===== src/rtl/lcd_pkg.sv =====
// Shared types and constants for the LCD text feeder: FSM states, HD44780-style
// command codes and the {rs, rw, data} layout of the controller bus.
package lcd_pkg;

    typedef enum logic [1:0] {
        WAIT_INIT = 2'd0,
        IDLE      = 2'd1,
        ISSUE     = 2'd2,
        DRAIN     = 2'd3
    } feed_state_e;

    localparam int BUS_W        = 10;
    localparam int BUS_RS       = 9;
    localparam int BUS_RW       = 8;
    localparam int BUS_DATA_MSB = 7;
    localparam int BUS_DATA_LSB = 0;

    localparam logic [7:0] CMD_CLEAR     = 8'h01;
    localparam logic [7:0] CMD_SET_DDRAM = 8'h80;
    localparam logic [7:0] ROW0_BASE     = 8'h00;
    localparam logic [7:0] ROW1_BASE     = 8'h40;
    localparam logic [7:0] CHAR_LF       = 8'h0A;

    function automatic logic [BUS_W-1:0] pack_bus(input logic rs, input logic rw,
                                                  input logic [7:0] data);
        logic [BUS_W-1:0] b;
        b                            = '0;
        b[BUS_RS]                    = rs;
        b[BUS_RW]                    = rw;
        b[BUS_DATA_MSB:BUS_DATA_LSB] = data;
        return b;
    endfunction

endpackage


===== src/rtl/lcd_char_fifo.sv =====
// Synchronous character FIFO with full/empty flags; DEPTH must be a power of two.
module lcd_char_fifo #(
    parameter int DEPTH = 4,
    parameter int WIDTH = 8
) (
    input  logic             clk,
    input  logic             rst,
    input  logic             push,
    input  logic [WIDTH-1:0] wdata,
    input  logic             pop,
    output logic [WIDTH-1:0] rdata,
    output logic             full,
    output logic             empty
);

    localparam int AW = $clog2(DEPTH);

    logic [WIDTH-1:0] mem_q [DEPTH];
    logic [AW:0]      wr_ptr_q, wr_ptr_d;
    logic [AW:0]      rd_ptr_q, rd_ptr_d;
    logic             do_push, do_pop;

    // Extra pointer MSB distinguishes full from empty when the indices match.
    assign full    = (wr_ptr_q[AW] != rd_ptr_q[AW]) && (wr_ptr_q[AW-1:0] == rd_ptr_q[AW-1:0]);
    assign empty   = (wr_ptr_q == rd_ptr_q);
    assign rdata   = mem_q[rd_ptr_q[AW-1:0]];
    assign do_push = push && !full;
    assign do_pop  = pop && !empty;

    always_comb begin
        wr_ptr_d = wr_ptr_q + {{AW{1'b0}}, do_push};
        rd_ptr_d = rd_ptr_q + {{AW{1'b0}}, do_pop};
    end

    always_ff @(posedge clk or negedge rst) begin
        if (!rst) begin
            wr_ptr_q <= '0;
            rd_ptr_q <= '0;
        end else begin
            wr_ptr_q <= wr_ptr_d;
            rd_ptr_q <= rd_ptr_d;
        end
    end

    // NOTE: storage is deliberately left out of reset; the pointers alone define
    // which entries are valid, so resetting the array would only cost flops.
    always_ff @(posedge clk) begin
        if (do_push) mem_q[wr_ptr_q[AW-1:0]] <= wdata;
    end

endmodule


===== src/rtl/lcd_text_feeder.sv =====
// Feeds queued ASCII characters and clear commands to an LCD controller using a
// busy-flag handshake. Define LCD_FEED_WRAP_EN for cursor tracking, line wrap and newline.
module lcd_text_feeder
    import lcd_pkg::*;
#(
    parameter int COLS       = 16,
    parameter int ROWS       = 2,
    parameter int FIFO_DEPTH = 4
) (
    input  logic             clk,
    input  logic             rst,
    input  logic             char_valid,
    input  logic [7:0]       char_data,
    output logic             char_ready,
    input  logic             clear_req,
    input  logic             busy,
    output logic             lcd_enable,
    output logic [BUS_W-1:0] lcd_bus
);

    if (COLS < 4 || COLS > 40 || !(ROWS == 1 || ROWS == 2) || FIFO_DEPTH < 2 ||
        FIFO_DEPTH > 16 || (FIFO_DEPTH & (FIFO_DEPTH - 1)) != 0) begin : g_bad_cfg
        $error("lcd_text_feeder: unsupported COLS/ROWS/FIFO_DEPTH");
    end

    feed_state_e      state_q, state_d;
    logic             busy_seen_q, busy_seen_d;
    logic             clear_pend_q, clear_pend_d;
    logic             rdy_q, rdy_d;
    logic [BUS_W-1:0] bus_q, bus_d;
    logic             fifo_full, fifo_empty, fifo_pop;
    logic [7:0]       fifo_rdata;

`ifdef LCD_FEED_WRAP_EN
    localparam int         CW       = $clog2(COLS);
    localparam logic [CW-1:0] COL_LAST = CW'(COLS - 1);

    logic [CW-1:0] col_q, col_d;
    logic          row_q, row_d;
    logic          row_pend_q, row_pend_d;
    logic          next_row;

    assign next_row = (ROWS == 2) ? ~row_q : 1'b0;
`endif

    assign char_ready = rdy_q && !fifo_full;
    assign lcd_enable = (state_q == ISSUE);
    assign lcd_bus    = bus_q;

    lcd_char_fifo #(.DEPTH(FIFO_DEPTH), .WIDTH(8)) u_fifo (
        .clk   (clk),
        .rst   (rst),
        .push  (char_valid && char_ready),
        .wdata (char_data),
        .pop   (fifo_pop),
        .rdata (fifo_rdata),
        .full  (fifo_full),
        .empty (fifo_empty)
    );

    // NOTE: every signal gets a default before the case so no path can infer a latch.
    always_comb begin
        state_d      = state_q;
        busy_seen_d  = busy_seen_q;
        clear_pend_d = clear_pend_q || clear_req;
        rdy_d        = 1'b1;
        bus_d        = bus_q;
        fifo_pop     = 1'b0;
`ifdef LCD_FEED_WRAP_EN
        col_d        = col_q;
        row_d        = row_q;
        row_pend_d   = row_pend_q;
`endif
        unique case (state_q)
            WAIT_INIT: begin
                if (busy)             busy_seen_d = 1'b1;
                else if (busy_seen_q) state_d     = IDLE;
            end
            IDLE: begin
                if (clear_pend_q) begin
                    bus_d        = pack_bus(1'b0, 1'b0, CMD_CLEAR);
                    clear_pend_d = clear_req;
                    state_d      = ISSUE;
`ifdef LCD_FEED_WRAP_EN
                    col_d        = '0;
                    row_d        = 1'b0;
                    row_pend_d   = 1'b0;
                end else if (row_pend_q) begin
                    bus_d      = pack_bus(1'b0, 1'b0,
                                          CMD_SET_DDRAM | (next_row ? ROW1_BASE : ROW0_BASE));
                    row_d      = next_row;
                    row_pend_d = 1'b0;
                    state_d    = ISSUE;
                end else if (!fifo_empty) begin
                    fifo_pop = 1'b1;
                    // A newline only moves the cursor; it is never written as data.
                    if (fifo_rdata == CHAR_LF) begin
                        row_pend_d = 1'b1;
                        col_d      = '0;
                    end else begin
                        bus_d   = pack_bus(1'b1, 1'b0, fifo_rdata);
                        state_d = ISSUE;
                        if (col_q == COL_LAST) begin
                            col_d      = '0;
                            row_pend_d = 1'b1;
                        end else begin
                            col_d = col_q + 1'b1;
                        end
                    end
                end
`else
                end else if (!fifo_empty) begin
                    fifo_pop = 1'b1;
                    bus_d    = pack_bus(1'b1, 1'b0, fifo_rdata);
                    state_d  = ISSUE;
                end
`endif
            end
            ISSUE: if (busy)  state_d = DRAIN;
            DRAIN: if (!busy) state_d = IDLE;
            default:          state_d = WAIT_INIT;
        endcase
    end

    // NOTE: state registers use non-blocking assignments so all flops update together.
    always_ff @(posedge clk or negedge rst) begin
        if (!rst) begin
            state_q      <= WAIT_INIT;
            busy_seen_q  <= 1'b0;
            clear_pend_q <= 1'b0;
            rdy_q        <= 1'b0;
            bus_q        <= '0;
`ifdef LCD_FEED_WRAP_EN
            col_q        <= '0;
            row_q        <= 1'b0;
            row_pend_q   <= 1'b0;
`endif
        end else begin
            state_q      <= state_d;
            busy_seen_q  <= busy_seen_d;
            clear_pend_q <= clear_pend_d;
            rdy_q        <= rdy_d;
            bus_q        <= bus_d;
`ifdef LCD_FEED_WRAP_EN
            col_q        <= col_d;
            row_q        <= row_d;
            row_pend_q   <= row_pend_d;
`endif
        end
    end

endmodule

===== config.mk =====
export PLATFORM = sky130hd
export DESIGN_NAME = lcd_text_feeder
export DESIGN_NICKNAME = d
export VERILOG_FILES = /design/src/rtl/lcd_pkg.sv /design/src/rtl/lcd_char_fifo.sv /design/src/rtl/lcd_text_feeder.sv
export SDC_FILE = /design/constraint.sdc
export NUM_CORES = 1
export LEC_CHECK = 0
export ABC_AREA = 0
export CAP_MARGIN = 0
export CORE_UTILIZATION = 59
export CTS_CLUSTER_DIAMETER = 120
export DETAILED_ROUTE_END_ITERATION = 8
export GPL_TIMING_DRIVEN = 0
export PLACE_DENSITY = 0.83
export REMOVE_ABC_BUFFERS = 1
export SETUP_SLACK_MARGIN = 0.2
export SLEW_MARGIN = 20
export SYNTH_ARGS = -nofsm -noshare
export SYNTH_HDL_FRONTEND = slang
export SYNTH_SLANG_ARGS = --single-unit

===== constraint.sdc =====
create_clock -name clk -period 5.6 [get_ports clk]
set_clock_uncertainty 0.15 [all_clocks]
set_input_delay 0.56 -clock clk [delete_from_list [all_inputs] [get_ports clk]]
set_output_delay 0.56 -clock clk [all_outputs]
set_load 0.01 [all_outputs]

# Word level (Yosys, flattened, before mapping)
# Memories as Yosys holds them, arrays and structs flattened.
# Index checks and enable logic that the tools add are counted.
# Widths: inputs -> output; s select.
# totals
regBits	21
ram_bits	32
word_cells	50
mem_count	1
# mem_list
name	depth	word_bits	read_ports	rd_ports_with_merged_regs	wr	line_no	rtl
u_fifo.mem_q	4	8	1	0	1	lcd_char_fifo.sv:18	logic [WIDTH-1:0] mem_q [DEPTH];
# op_classes
add_sub_neg	2
n_eq_ne	12
muxes	16
n_reduce_logical	12
# op_table
op	count
$mux 10	2
$mux 2	6
$ne 2x2->1 const B	5
$pmux 2 s4	1
$mux 1	7
$add 3x1->3	2
$logic_and 1x1->1	5
$reduce_and 5->1	1
$eq 2x2->1 const B	2
$reduce_and 2->1	2
$eq 3x3->1	1
$ne 3x3->1 const B	1
$eq 2x1->1 const B	1
$eq 2x2->1	1
$logic_not 1->1	2
$logic_not 2->1	1
$logic_or 1x1->1	1
$ne 1x1->1	1

# Logic depth before layout (Yosys ltp)
# Gate-level depths: netlist of run 1.
# depth
depth_word	8
ltp_mapped	9

# Modules after synthesis
# Synthesis of run 1 repeated with hierarchy kept, for this count alone.
# hier_totals
cells_unflattened	134
area_unflattened_um2	2259.7
# by_module_without_submodules
module	n_inst	cells_per_inst	area_per_inst_um2
lcd_char_fifo	1	73	1539.0
lcd_text_feeder	1	61	720.7

# Least setup slack after synthesis of run 1
# OpenSTA, ideal clock, no wires.
# synth_path
kind	flip-flop to flip-flop
start	register u_fifo.rd_ptr_q[0]
end	memory u_fifo.mem_q[0][0] (enable)
setup_time_ps	385
t_arrival_ps	1669
slack_ps	3396
path_stages_with_launch	5
cell_sequence	dfrtp_1 buf_6 xnor2_4 a31oi_2 nor3b_1
# synth_between
elab_chain_len	8
# synth_rtl
element	line_no	rtl
start, declared	lcd_char_fifo.sv:20	logic [AW:0] rd_ptr_q, rd_ptr_d;
start signal, assigned	lcd_char_fifo.sv:41	rd_ptr_q <= rd_ptr_d;
$eq 2x2->1 *	lcd_char_fifo.sv:24	assign full = (wr_ptr_q[AW] != rd_ptr_q[AW]) && (wr_ptr_q[AW-1:0] == rd_ptr_q[AW-1:0]);
$logic_and 1x1->1 *	lcd_char_fifo.sv:24	
$logic_not 1->1 *	lcd_char_fifo.sv:27, lcd_text_feeder.sv:46	
$logic_and 1x1->1	lcd_text_feeder.sv:46	assign char_ready = rdy_q && !fifo_full;
$logic_and 1x1->1	lcd_text_feeder.sv:53	.push (char_valid && char_ready),
$logic_and 1x1->1 *	lcd_char_fifo.sv:27	assign do_push = push && !full;
$mux 1 *	lcd_char_fifo.sv:48	if (do_push) mem_q[wr_ptr_q[AW-1:0]] <= wdata;
$mux 1 (not written as such) *	lcd_char_fifo.sv:48	
end, declared	lcd_char_fifo.sv:18	
# Every way passes the cells marked *; elsewhere a longest branch is shown, timed or not.

# Final worst setup path of run 1
# layout_path
start	register u_fifo.rd_ptr_q[0]
end	output char_ready
# layout_between
elab_chain_len	4
# layout_rtl
element	line_no	rtl
$eq 2x2->1	lcd_char_fifo.sv:24	
$logic_and 1x1->1	lcd_char_fifo.sv:24	
$logic_not 1->1	lcd_text_feeder.sv:46	
$logic_and 1x1->1	lcd_text_feeder.sv:46	
end, declared	lcd_text_feeder.sv:14	output logic char_ready,
# Every way passes these cells.

==> results.py, run 1 <==
metrics = {
    "floorplanning": {
        "start_util": 0.619,
        "die-area_mm2": 0.00409,
        "ioPinCount": 25,
        "fp.dieW_um": 64.0,
        "chipHeight_um": 64.0,
        "placement_rows": 22,
        "fp.coreArea_mm2": 0.00366,
    },
    "finish": {
        "layout_area_growth_over_synthesis_pct": 14.8,
        "layout.nets": 185,
        "num-fill-cells": 250,
        "ant_diodes": 0,
        "drive_above_1_share": 0.145,
    },
    "timing": {
        "hold_violations": 0,
        "top_achievable_clock_speed_ghz": 0.357,
        "final_critical_path_required_period_ps": 2800,
        "setup_violations": 0,
        "timing_max_transition_violations_final": 0,
        "slew_worst_pin_ps": 873,
        "final.period_utilization": 0.500,
        "setup-tns-final_ps": 0,
        "final_critical_path_setup_slack_ps": 2800,
        "worst_hold_slack_ps": 347,
        "normalized_max_slew_margin": 0.416,
        "rsz_0062_raised_after_global_routing": "false",
    },
    "drt": {
        "final_antenna_violating_net_count": 0,
        "wl_mm": 3.55,
        "remaining_drc_errors": 0,
        "avgViaCountPerCell": 5.70,
        "drtIter0Drc": 103,
        "vias": 1215,
        "detail_route.wl_per_cell_um": 16.7,
        "firstDrtPassIters": 4,
    },
    "synthesis": {
        "cell_accounting_for_the_most_synthesized_area": "sky130_fd_sc_hd__edfxtp_1",
        "synth.area.top_cells": "sky130_fd_sc_hd__edfxtp_1 (42%), sky130_fd_sc_hd__dfrtp_1 (22%), sky130_fd_sc_hd__mux4_2 (7.9%), sky130_fd_sc_hd__ha_1 (4.4%), sky130_fd_sc_hd__nand2_1 (2.8%)",
        "synth.cell_area_mm2": 0.00227,
        "syn_inst": 140,
        "yosys_register_bits": 52,
        "share_of_the_yosys_chip_area_belonging_to_registers": 0.645,
        "synth_warnings": 0,
        "synth_area_per_cell_um2": 16.2,
        "synth_top_cell_area_share": 0.424,
        "synth_cell_type_count": 34,
    },
    "global_routing": {
        "grt_overflow_total": 0,
        "grt_max_degree": 22,
        "grt_antenna_before_repair": 0,
        "grt_pass1_vias": 1277,
        "grt_usage": 0.203,
        "global_route_wire_length_before_repair_mm": 6.03,
    },
    "clock_tree": {
        "h-tree-depth": 2,
        "root_buffer": "sky130_fd_sc_hd__clkbuf_8",
        "clk_latency_ps": 300,
        "tritoncts": "done",
        "clkSlewWorstSetupHoldPaths_ps": 90,
        "postCtsSetupRepairBufs": 0,
        "cts-hold-fix-buffers": 0,
        "cts_sinks": 52,
        "cts-buffers-inserted": 5,
        "post_cts_resized": 0,
        "cts_buffer_depth": 2,
    },
    "setup_path": {
        "cp_cell_sequence": "xnor2_4, a31oi_1, clkdlybuf4s50_1",
        "reg2reg_slack_ps": 3020,
        "timing.critical_path.fanout_max": 10,
        "cp.arrival_ps": 2090,
        "timing.critical_path.slowest_cell_delay_ps": 800,
        "path_class": "reg2out",
        "critical_path.endpoint_type": "primary output",
        "worst_ep_required_time_ps": 4890,
        "critical_path_s_slowest_cell": "sky130_fd_sc_hd__dfrtp_1",
        "kind_of_start_point_of_the_critical_path": "flop",
    },
    "place": {
        "dpl_worst_slack_ps": 2980,
        "detailed_placement_hpwl_mm": 2.48,
        "globalplace.congestion": 0.695,
        "io_buffer_count": 23,
    },
    "power_and_ir_drop": {
        "power_per_cell_area_mw_per_mm2": 472,
        "leakage_nw": 0.956,
        "vdd_drop_max_uv": 263,
    },
    "run_status": {
        "status": "finished, final reports clean",
    },
    "worst_hold_path": {
        "worst_hold_path_type": "reg2reg",
    },
    "run": {
        "maxCapViolations": 0,
    },
}
placed cells by master (no fill, tap or decap), types with 2 or more instances in the layout:
master / n
sky130_fd_sc_hd__clkbuf_8: 5
sky130_fd_sc_hd__a21o_1: 2
sky130_fd_sc_hd__o221ai_1: 7
sky130_fd_sc_hd__inv_1: 4
sky130_fd_sc_hd__nor2_1: 4
sky130_fd_sc_hd__dfrtp_1: 20
sky130_fd_sc_hd__clkdlybuf4s50_1: 23
sky130_fd_sc_hd__nand2b_1: 7
sky130_fd_sc_hd__conb_1: 2
sky130_fd_sc_hd__xnor2_4: 2
sky130_fd_sc_hd__xor2_1: 3
sky130_fd_sc_hd__ha_1: 8
sky130_fd_sc_hd__edfxtp_1: 32
sky130_fd_sc_hd__mux4_2: 8
sky130_fd_sc_hd__nand2_1: 17
cells in the mapped netlist (all sizes together):
master and instances:
nor2b 1, o21ai 1, nand3 1, dfrtp 20
clkbuf 3, mux4 8, a21o 2, o2bb2ai 1
or3 1, o221ai 7, and3b 1, xnor2 3
o211a 1, nand2 17, inv 4, a21oi 1
mux2 2, conb 2, xor2 3, a31oi 3
a22o 1, nor3b 1, nand2b 7, ha 8
o31ai 1, buf 3, edfxtp 32, and3 1
nor2 4
worst max-delay path: cells and delay by family, from the launching register on:
kind	cells	cell delay, ps
flip-flops	1	800
buffers and inverters	1	560
AO/OA/AOI/OAI	1	220
XOR/XNOR	1	210
sequential cells by signal, indices dropped and copies added, names as in the netlist:
| register | flops |
|---|---|
| busy_seen_q | 1 |
| clear_pend_q | 1 |
| lcd_bus | 9 |
| rdy_q | 1 |
| state_q | 2 |
| u_fifo.mem_q | 32 |
| u_fifo.rd_ptr_q | 3 |
| u_fifo.wr_ptr_q | 3 |
metal layers:
layer | vias to the layer above | track usage | part of all wire
li1 | 566 | - | -
met1 | 615 | 0.254 | 0.42
met2 | 30 | 0.354 | 0.53
met3 | 4 | 0.0464 | 0.037
met4 | 0 | 0.0597 | 0.011
met5 | - | 0 | 0
power by group:
group,total [mW],internal (mW),switching [mW]
registers,0.597,0.486,0.111
logic,0.433,0.228,0.205
clock network,0.201,0.0847,0.116
total,1.23,0.799,0.431
per-stage QoR:
step | util | power [mW] | area (um2) | cells
detailed placement | 0.689 | 1.04 | 2520 | 205
floorplan | - | 0.902 | 2230 | 134
finish | 0.711 | 1.23 | 2600 | 213
global route | 0.711 | 1.31 | 2600 | 213
global placement | 0.687 | 1.02 | 2520 | 205
CTS | 0.711 | 1.24 | 2600 | 213
logic make-up (layout without fill, tap and decap cells):
group	count (synthesis)	count (layout)	share of synthesized area
buffers and inverters	10	35	0.0248
AOI/OAI and AO/OA	18	18	0.0734
xor gates and xnor gates	6	6	0.0430
DFF	52	52	0.645
other	2	2	0.00331
adders and majority gates	8	8	0.0442
and+or+nand+nor	34	34	0.0773
muxes	10	10	0.0894
worst paths after layout:
| check | to | cells after the start | from |
|---|---|---|---|
| max | char_ready | 3 | u_fifo.rd_ptr_q[0] |
| min in group asynchronous | u_fifo.rd_ptr_q[2] | 1 | rst |
| min reg2reg | busy_seen_q | 1 | busy_seen_q |
| max reg2reg | u_fifo.mem_q[2][3] | 4 | u_fifo.rd_ptr_q[0] |
| max in group asynchronous | u_fifo.wr_ptr_q[0] | 1 | rst |
| min | busy_seen_q | 1 | busy_seen_q |
cell type report:
| type | instances | area, um2 | share of cell area |
|---|---|---|---|
| sequential | 52 | 1460 | 0.561 |
| inverter | 4 | 15.0 | 0.00577 |
| multi-input combinational | 78 | 754 | 0.290 |
| timing repair buffer | 23 | 230 | 0.0884 |
| clock buffer | 5 | 68.8 | 0.0264 |
| tap | 48 | 60.1 | 0.0231 |
| clock inverter | 3 | 13.8 | 0.00529 |
(Power assumes the default switching activity.)
==> inputs of run 2 (changes only) <==
--- a/config.mk
+++ b/config.mk
@@ -7,11 +7,11 @@
 export LEC_CHECK = 0
 export ABC_AREA = 0
 export CAP_MARGIN = 0
-export CORE_UTILIZATION = 59
+export CORE_UTILIZATION = 50
 export CTS_CLUSTER_DIAMETER = 120
 export DETAILED_ROUTE_END_ITERATION = 8
 export GPL_TIMING_DRIVEN = 0
-export PLACE_DENSITY = 0.83
+export PLACE_DENSITY = 0.75
 export REMOVE_ABC_BUFFERS = 1
 export SETUP_SLACK_MARGIN = 0.2
 export SLEW_MARGIN = 20
==> constraint.sdc (replaced) <==
create_clock -name clk -period 2.45 [get_ports clk]
set_clock_uncertainty 0.15 [all_clocks]
set_input_delay 0.245 -clock clk [delete_from_list [all_inputs] [get_ports clk]]
set_output_delay 0.245 -clock clk [all_outputs]
set_load 0.01 [all_outputs]
==> run 2 against run 1 <==
Non-clock buffer count up 3. Sequential power up 120%. Sequential cell count unchanged. Critical endpoint unchanged. Critical path type unchanged. Highest routed layer unchanged. Count of clock-buffer cells in the layout unchanged.
==> results.py, run 2 (synthesis gave the netlist of run 1 again) <==
metrics = {
    "run_status": {
        "status": "finished, final reports clean",
    },
    "setup_path": {
        "timing.critical_path.slowest_cell_delay_ps": 560,
        "path_class": "reg2out",
        "cp.arrival_ps": 1760,
        "worst_ep_required_time_ps": 2060,
        "critical_path_s_slowest_cell": "sky130_fd_sc_hd__clkdlybuf4s50_1",
        "critical_path.endpoint_type": "primary output",
        "timing.critical_path.fanout_max": 6,
        "kind_of_start_point_of_the_critical_path": "flop",
        "cp_cell_sequence": "xnor2_4, a31oi_1, clkdlybuf4s50_1",
    },
    "worst_hold_path": {
        "worst_hold_path_type": "in2async",
    },
    "finish": {
        "multi_input_comb_area_um2": 763,
        "largest_register_ffs": 32,
        "number_of_standard_cells_in_the_final_layout_excluding_fillers": 220,
        "num-fill-cells": 325,
        "layout_area_growth_over_synthesis_pct": 16.9,
        "layout.nets": 188,
        "layout.cells.most_common": "sky130_fd_sc_hd__edfxtp_1",
        "most-common-layout-cells": "sky130_fd_sc_hd__edfxtp_1 (32), sky130_fd_sc_hd__clkdlybuf4s50_1 (23), sky130_fd_sc_hd__dfrtp_1 (18), sky130_fd_sc_hd__nand2_1 (17)",
        "drive_above_1_share": 0.185,
        "ff_latch_area_mm2": 0.00147,
        "ant_diodes": 0,
        "stdcell_area_mm2": 0.00265,
    },
    "global_routing": {
        "grt_overflow_total": 0,
        "globalRouteMet3Util": 0.0334,
        "grt_antenna_before_repair": 0,
        "grt_pass1_vias": 1257,
        "grt_usage": 0.162,
        "global_route_wire_length_before_repair_mm": 5.95,
        "grt_max_degree": 22,
        "grt_util_met2": 0.277,
        "global_route.peak_usage_layer": "met2",
        "global_route.usage.met1": 0.202,
    },
    "drt": {
        "vias": 1216,
        "firstDrtPassIters": 4,
        "wl_mm": 3.56,
        "remaining_drc_errors": 0,
        "detail_route.wl_per_cell_um": 16.2,
        "final_antenna_violating_net_count": 0,
        "drtIter0Drc": 70,
        "avgViaCountPerCell": 5.53,
    },
    "place": {
        "place.detailed.instances": 209,
        "dpl_worst_slack_ps": -143,
        "io_buffer_count": 23,
        "globalplace.congestion": 0.750,
        "detailed_place.area_mm2": 0.00253,
        "detailed_placement_hpwl_mm": 2.45,
    },
    "floorplanning": {
        "chipHeight_um": 69.3,
        "fp.coreArea_mm2": 0.00435,
        "fp.dieW_um": 69.3,
        "die-area_mm2": 0.00481,
        "placement_rows": 24,
        "ioPinCount": 25,
        "start_util": 0.521,
    },
    "clock_tree": {
        "h-tree-depth": 2,
        "cts_sinks": 52,
        "clkSlewWorstSetupHoldPaths_ps": 90,
        "cts_buffer_depth": 2,
        "root_buffer": "sky130_fd_sc_hd__clkbuf_8",
        "cts-hold-fix-buffers": 0,
        "tritoncts": "done",
        "cts-buffers-inserted": 5,
        "clk_latency_ps": 300,
    },
    "power_and_ir_drop": {
        "vdd_drop_max_uv": 508,
        "power_per_cell_area_mw_per_mm2": 1090,
        "leakage_nw": 0.978,
    },
    "timing": {
        "slew_worst_pin_ps": 886,
        "final_critical_path_required_period_ps": 2150,
        "timing_max_transition_violations_final": 0,
        "worst_hold_slack_ps": 292,
        "final.period_utilization": 0.879,
        "final_critical_path_setup_slack_ps": 296,
        "top_achievable_clock_speed_ghz": 0.464,
        "setup_violations": 0,
        "normalized_max_slew_margin": 0.408,
        "rsz_0062_raised_after_global_routing": "false",
        "hold_violations": 0,
    },
    "run": {
        "maxCapViolations": 0,
    },
}
[run 2: timing repair]
| item | in CTS | in global routing |
|---|---|---|
| gates cloned | 0 | 0 |
| setup buffers | 1 | 2 |
| endpoints found under the setup margin | 35 | 3 |
| gates resized for setup | 5 | 0 |
[run 2: worst paths after layout]
kind / start / end / slack, ps / cells past startpoint
setup / recovery: u_fifo.wr_ptr_q[1] / char_ready / 300 / 3
hold reg to reg: busy_seen_q / busy_seen_q / 330 / 1
min in group clk: busy_seen_q / busy_seen_q / 330 / 1
hold / removal: rst / busy_seen_q / 290 / 1
max in group asynchronous: rst / u_fifo.rd_ptr_q[0] / 1220 / 1
setup reg to reg: state_q[1] / u_fifo.rd_ptr_q[2] / 370 / 8
[run 2: stage by stage]
| step | utilization | setup TNS [ps] | power (mW) |
|---|---|---|---|
| after detailed placement | 0.580 | -1970 | 2.39 |
| after global placement | 0.579 | -4810 | 2.33 |
| after CTS | 0.605 | 0 | 2.89 |
| after floorplan | - | 0 | 2.06 |
| final | 0.609 | 0 | 2.88 |
| after global routing | 0.609 | 0 | 3.05 |
[run 2: final cells by class]
cell class              count  area share
clock buffers               5      0.0260
multi-input cells          78       0.288
well taps                  52      0.0246
inverters                   4     0.00567
repair buffers             26      0.0954
clock inverters             3     0.00708
flip-flops and latches     52       0.553
[run 2: routing by layer]
metal / vias up / share of wire
met1: 612 / 0.44
met3: 4 / 0.030
met5: - / 0
met2: 31 / 0.52
li1: 569 / -
met4: 0 / 0.012
[run 2: critical path, delay by kind of cell, from the launching register on]
| family | cells | cell delay [ps] |
|---|---|---|
| AO/OA/AOI/OAI | 1 | 180 |
| XOR/XNOR | 1 | 220 |
| buffers and inverters | 1 | 560 |
| flip-flops | 1 | 510 |
[run 2: power breakdown]
group	switching, mW	internal [mW]	leakage [nW]
sequential	0.190	1.12	0.530
clock	0.271	0.199	0.0479
combinational	0.543	0.560	0.400
total	1.00	1.88	0.978
==> inputs of run 3 (changes only) <==
--- a/config.mk
+++ b/config.mk
@@ -14,6 +14,7 @@
 export PLACE_DENSITY = 0.75
 export REMOVE_ABC_BUFFERS = 1
 export SETUP_SLACK_MARGIN = 0.2
+export SKIP_CTS_REPAIR_TIMING = 1
 export SLEW_MARGIN = 20
 export SYNTH_ARGS = -nofsm -noshare
 export SYNTH_HDL_FRONTEND = slang
==> run 3 against run 2 <==
Sequential power is essentially flat. Largest power group unchanged. First-iteration DRC count grew 29%. Worst setup slack got worse by 38 ps. Non-clock buffer count up 2. Cell count increased by 0.91%. Count of clock-buffer cells in the layout stayed put. Highest routed layer unchanged. Register-to-register slack about the same. Power grew 1.2%. Combinational power barely moved. Via count increased by 2.1%. Critical path type unchanged. Fmax shrank 1.7%. Sequential cell count unchanged.
==> results.py, run 3 (synthesis gave the netlist of run 1 again) <==
metrics = {
    "clock_tree": {
        "cts-buffers-inserted": 5,
        "clkSlewWorstSetupHoldPaths_ps": 90,
        "cts_sinks": 52,
        "root_buffer": "sky130_fd_sc_hd__clkbuf_8",
        "cts_buffer_depth": 2,
        "clk_latency_ps": 300,
        "h-tree-depth": 2,
        "tritoncts": "done",
    },
    "run": {
        "maxCapViolations": 0,
    },
    "finish": {
        "layout.nets": 190,
        "most-common-layout-cells": "sky130_fd_sc_hd__edfxtp_1 (32), sky130_fd_sc_hd__clkdlybuf4s50_1 (23), sky130_fd_sc_hd__dfrtp_1 (18), sky130_fd_sc_hd__nand2_1 (17)",
        "layout.cells.most_common": "sky130_fd_sc_hd__edfxtp_1",
        "largest_register_ffs": 32,
        "number_of_standard_cells_in_the_final_layout_excluding_fillers": 222,
        "drive_above_1_share": 0.194,
        "layout_area_growth_over_synthesis_pct": 18.3,
        "num-fill-cells": 325,
        "ant_diodes": 0,
        "stdcell_area_mm2": 0.00268,
    },
    "setup_path": {
        "kind_of_start_point_of_the_critical_path": "flop",
        "worstReg2RegStart": "state_q[1]",
        "worst_ep_required_time_ps": 2060,
        "reg2reg_depth": 8,
        "cp.arrival_ps": 1800,
        "path_class": "reg2out",
        "timing.critical_path.fanout_max": 6,
        "critical_path.endpoint_type": "primary output",
        "worstSetupStartpoint": "u_fifo.wr_ptr_q[0]",
    },
    "floorplanning": {
        "placement_rows": 24,
        "die-area_mm2": 0.00481,
        "chipHeight_um": 69.3,
        "fp.dieW_um": 69.3,
        "ioPinCount": 25,
        "start_util": 0.521,
        "fp.coreArea_mm2": 0.00435,
    },
    "place": {
        "globalplace.congestion": 0.750,
        "detailed_placement_hpwl_mm": 2.45,
        "io_buffer_count": 23,
        "place.detailed.instances": 209,
        "detailed_place.area_mm2": 0.00253,
    },
    "run_status": {
        "status": "finished, final reports clean",
    },
    "drt": {
        "firstDrtPassIters": 4,
        "wl_mm": 3.63,
        "remaining_drc_errors": 0,
        "detail_route.wl_per_cell_um": 16.3,
        "vias": 1242,
        "drtIter0Drc": 90,
        "final_antenna_violating_net_count": 0,
        "avgViaCountPerCell": 5.59,
    },
    "global_routing": {
        "grt_overflow_total": 0,
        "global_route.usage.met1": 0.200,
        "grt_max_degree": 22,
        "grt_antenna_before_repair": 0,
        "global_route.peak_usage_layer": "met2",
        "grt_usage": 0.160,
        "globalRouteMet3Util": 0.0334,
        "global_route_wire_length_before_repair_mm": 5.89,
        "grt_util_met2": 0.274,
        "grt_pass1_vias": 1253,
    },
    "timing": {
        "slew_worst_pin_ps": 905,
        "final_critical_path_required_period_ps": 2190,
        "rsz_0062_raised_after_global_routing": "false",
        "setup_violations": 0,
        "final.period_utilization": 0.895,
        "normalized_max_slew_margin": 0.395,
        "timing_max_transition_violations_final": 0,
        "top_achievable_clock_speed_ghz": 0.456,
        "hold_violations": 0,
    },
    "power_and_ir_drop": {
        "power_per_cell_area_mw_per_mm2": 1090,
        "leakage_nw": 0.992,
        "vdd_drop_max_uv": 515,
    },
    "worst_hold_path": {
        "worst_hold_path_type": "in2async",
    },
}
-- run 3: cell types whose count changed in the layout (fill, tap and decap cells not counted) --
cell | before | now
sky130_fd_sc_hd__buf_4 | 3 | 4
sky130_fd_sc_hd__nor2_2 | 1 | 0
sky130_fd_sc_hd__nor2_4 | 0 | 1
sky130_fd_sc_hd__buf_12 | 0 | 1
-- run 3: path summary, 6_finish.rpt --
check | end | slack [ps]
setup / recovery | char_ready | 260
hold / removal | busy_seen_q | 300
setup reg to reg | u_fifo.rd_ptr_q[2] | 370
hold reg to reg | busy_seen_q | 320
max in group asynchronous | u_fifo.rd_ptr_q[0] | 1200
min in group clk | busy_seen_q | 320
-- run 3: power by group --
| part | internal (mW) | leakage [nW] | switching (mW) | total, mW |
|---|---|---|---|---|
| registers | 1.12 | 0.530 | 0.199 | 1.32 |
| clock network | 0.199 | 0.0479 | 0.269 | 0.469 |
| logic | 0.582 | 0.414 | 0.550 | 1.13 |
-- run 3: worst max-delay path: stages (launching register included) --
cell and delay, ps:
sky130_fd_sc_hd__dfrtp_1 530, sky130_fd_sc_hd__xnor2_4 230, sky130_fd_sc_hd__a31oi_1 190, sky130_fd_sc_hd__clkdlybuf4s50_1 560
-- run 3: layer usage --
layer | share of wire | routed length, um
met1 | 0.44 | 1590
met2 | 0.51 | 1860
met3 | 0.037 | 134
met4 | 0.011 | 39
met5 | 0 | 0
-- run 3: metrics by stage --
step	setup WS (ps)	utilization	TNS, ps	total power, mW	hold slack (ps)
after global routing	181	0.616	0	3.09	350
after detailed placement	-143	0.580	-1970	2.39	303
after floorplan	54.0	-	0	2.06	-201
after global placement	-510	0.579	-4810	2.33	298
final	258	0.616	0	2.92	301
after CTS	-160	0.600	-2220	2.86	324
-- run 3: layout make-up --
| cell class | count | area [um2] | share of cell area |
|---|---|---|---|
| Clock buffer | 5 | 68.8 | 0.0257 |
| Tap cell | 52 | 65.1 | 0.0243 |
| Multi-Input combinational cell | 78 | 768 | 0.286 |
| Inverter | 4 | 15.0 | 0.00560 |
| Timing Repair Buffer | 28 | 280 | 0.104 |
| Clock inverter | 3 | 18.8 | 0.00700 |
| Sequential cell | 52 | 1470 | 0.547 |
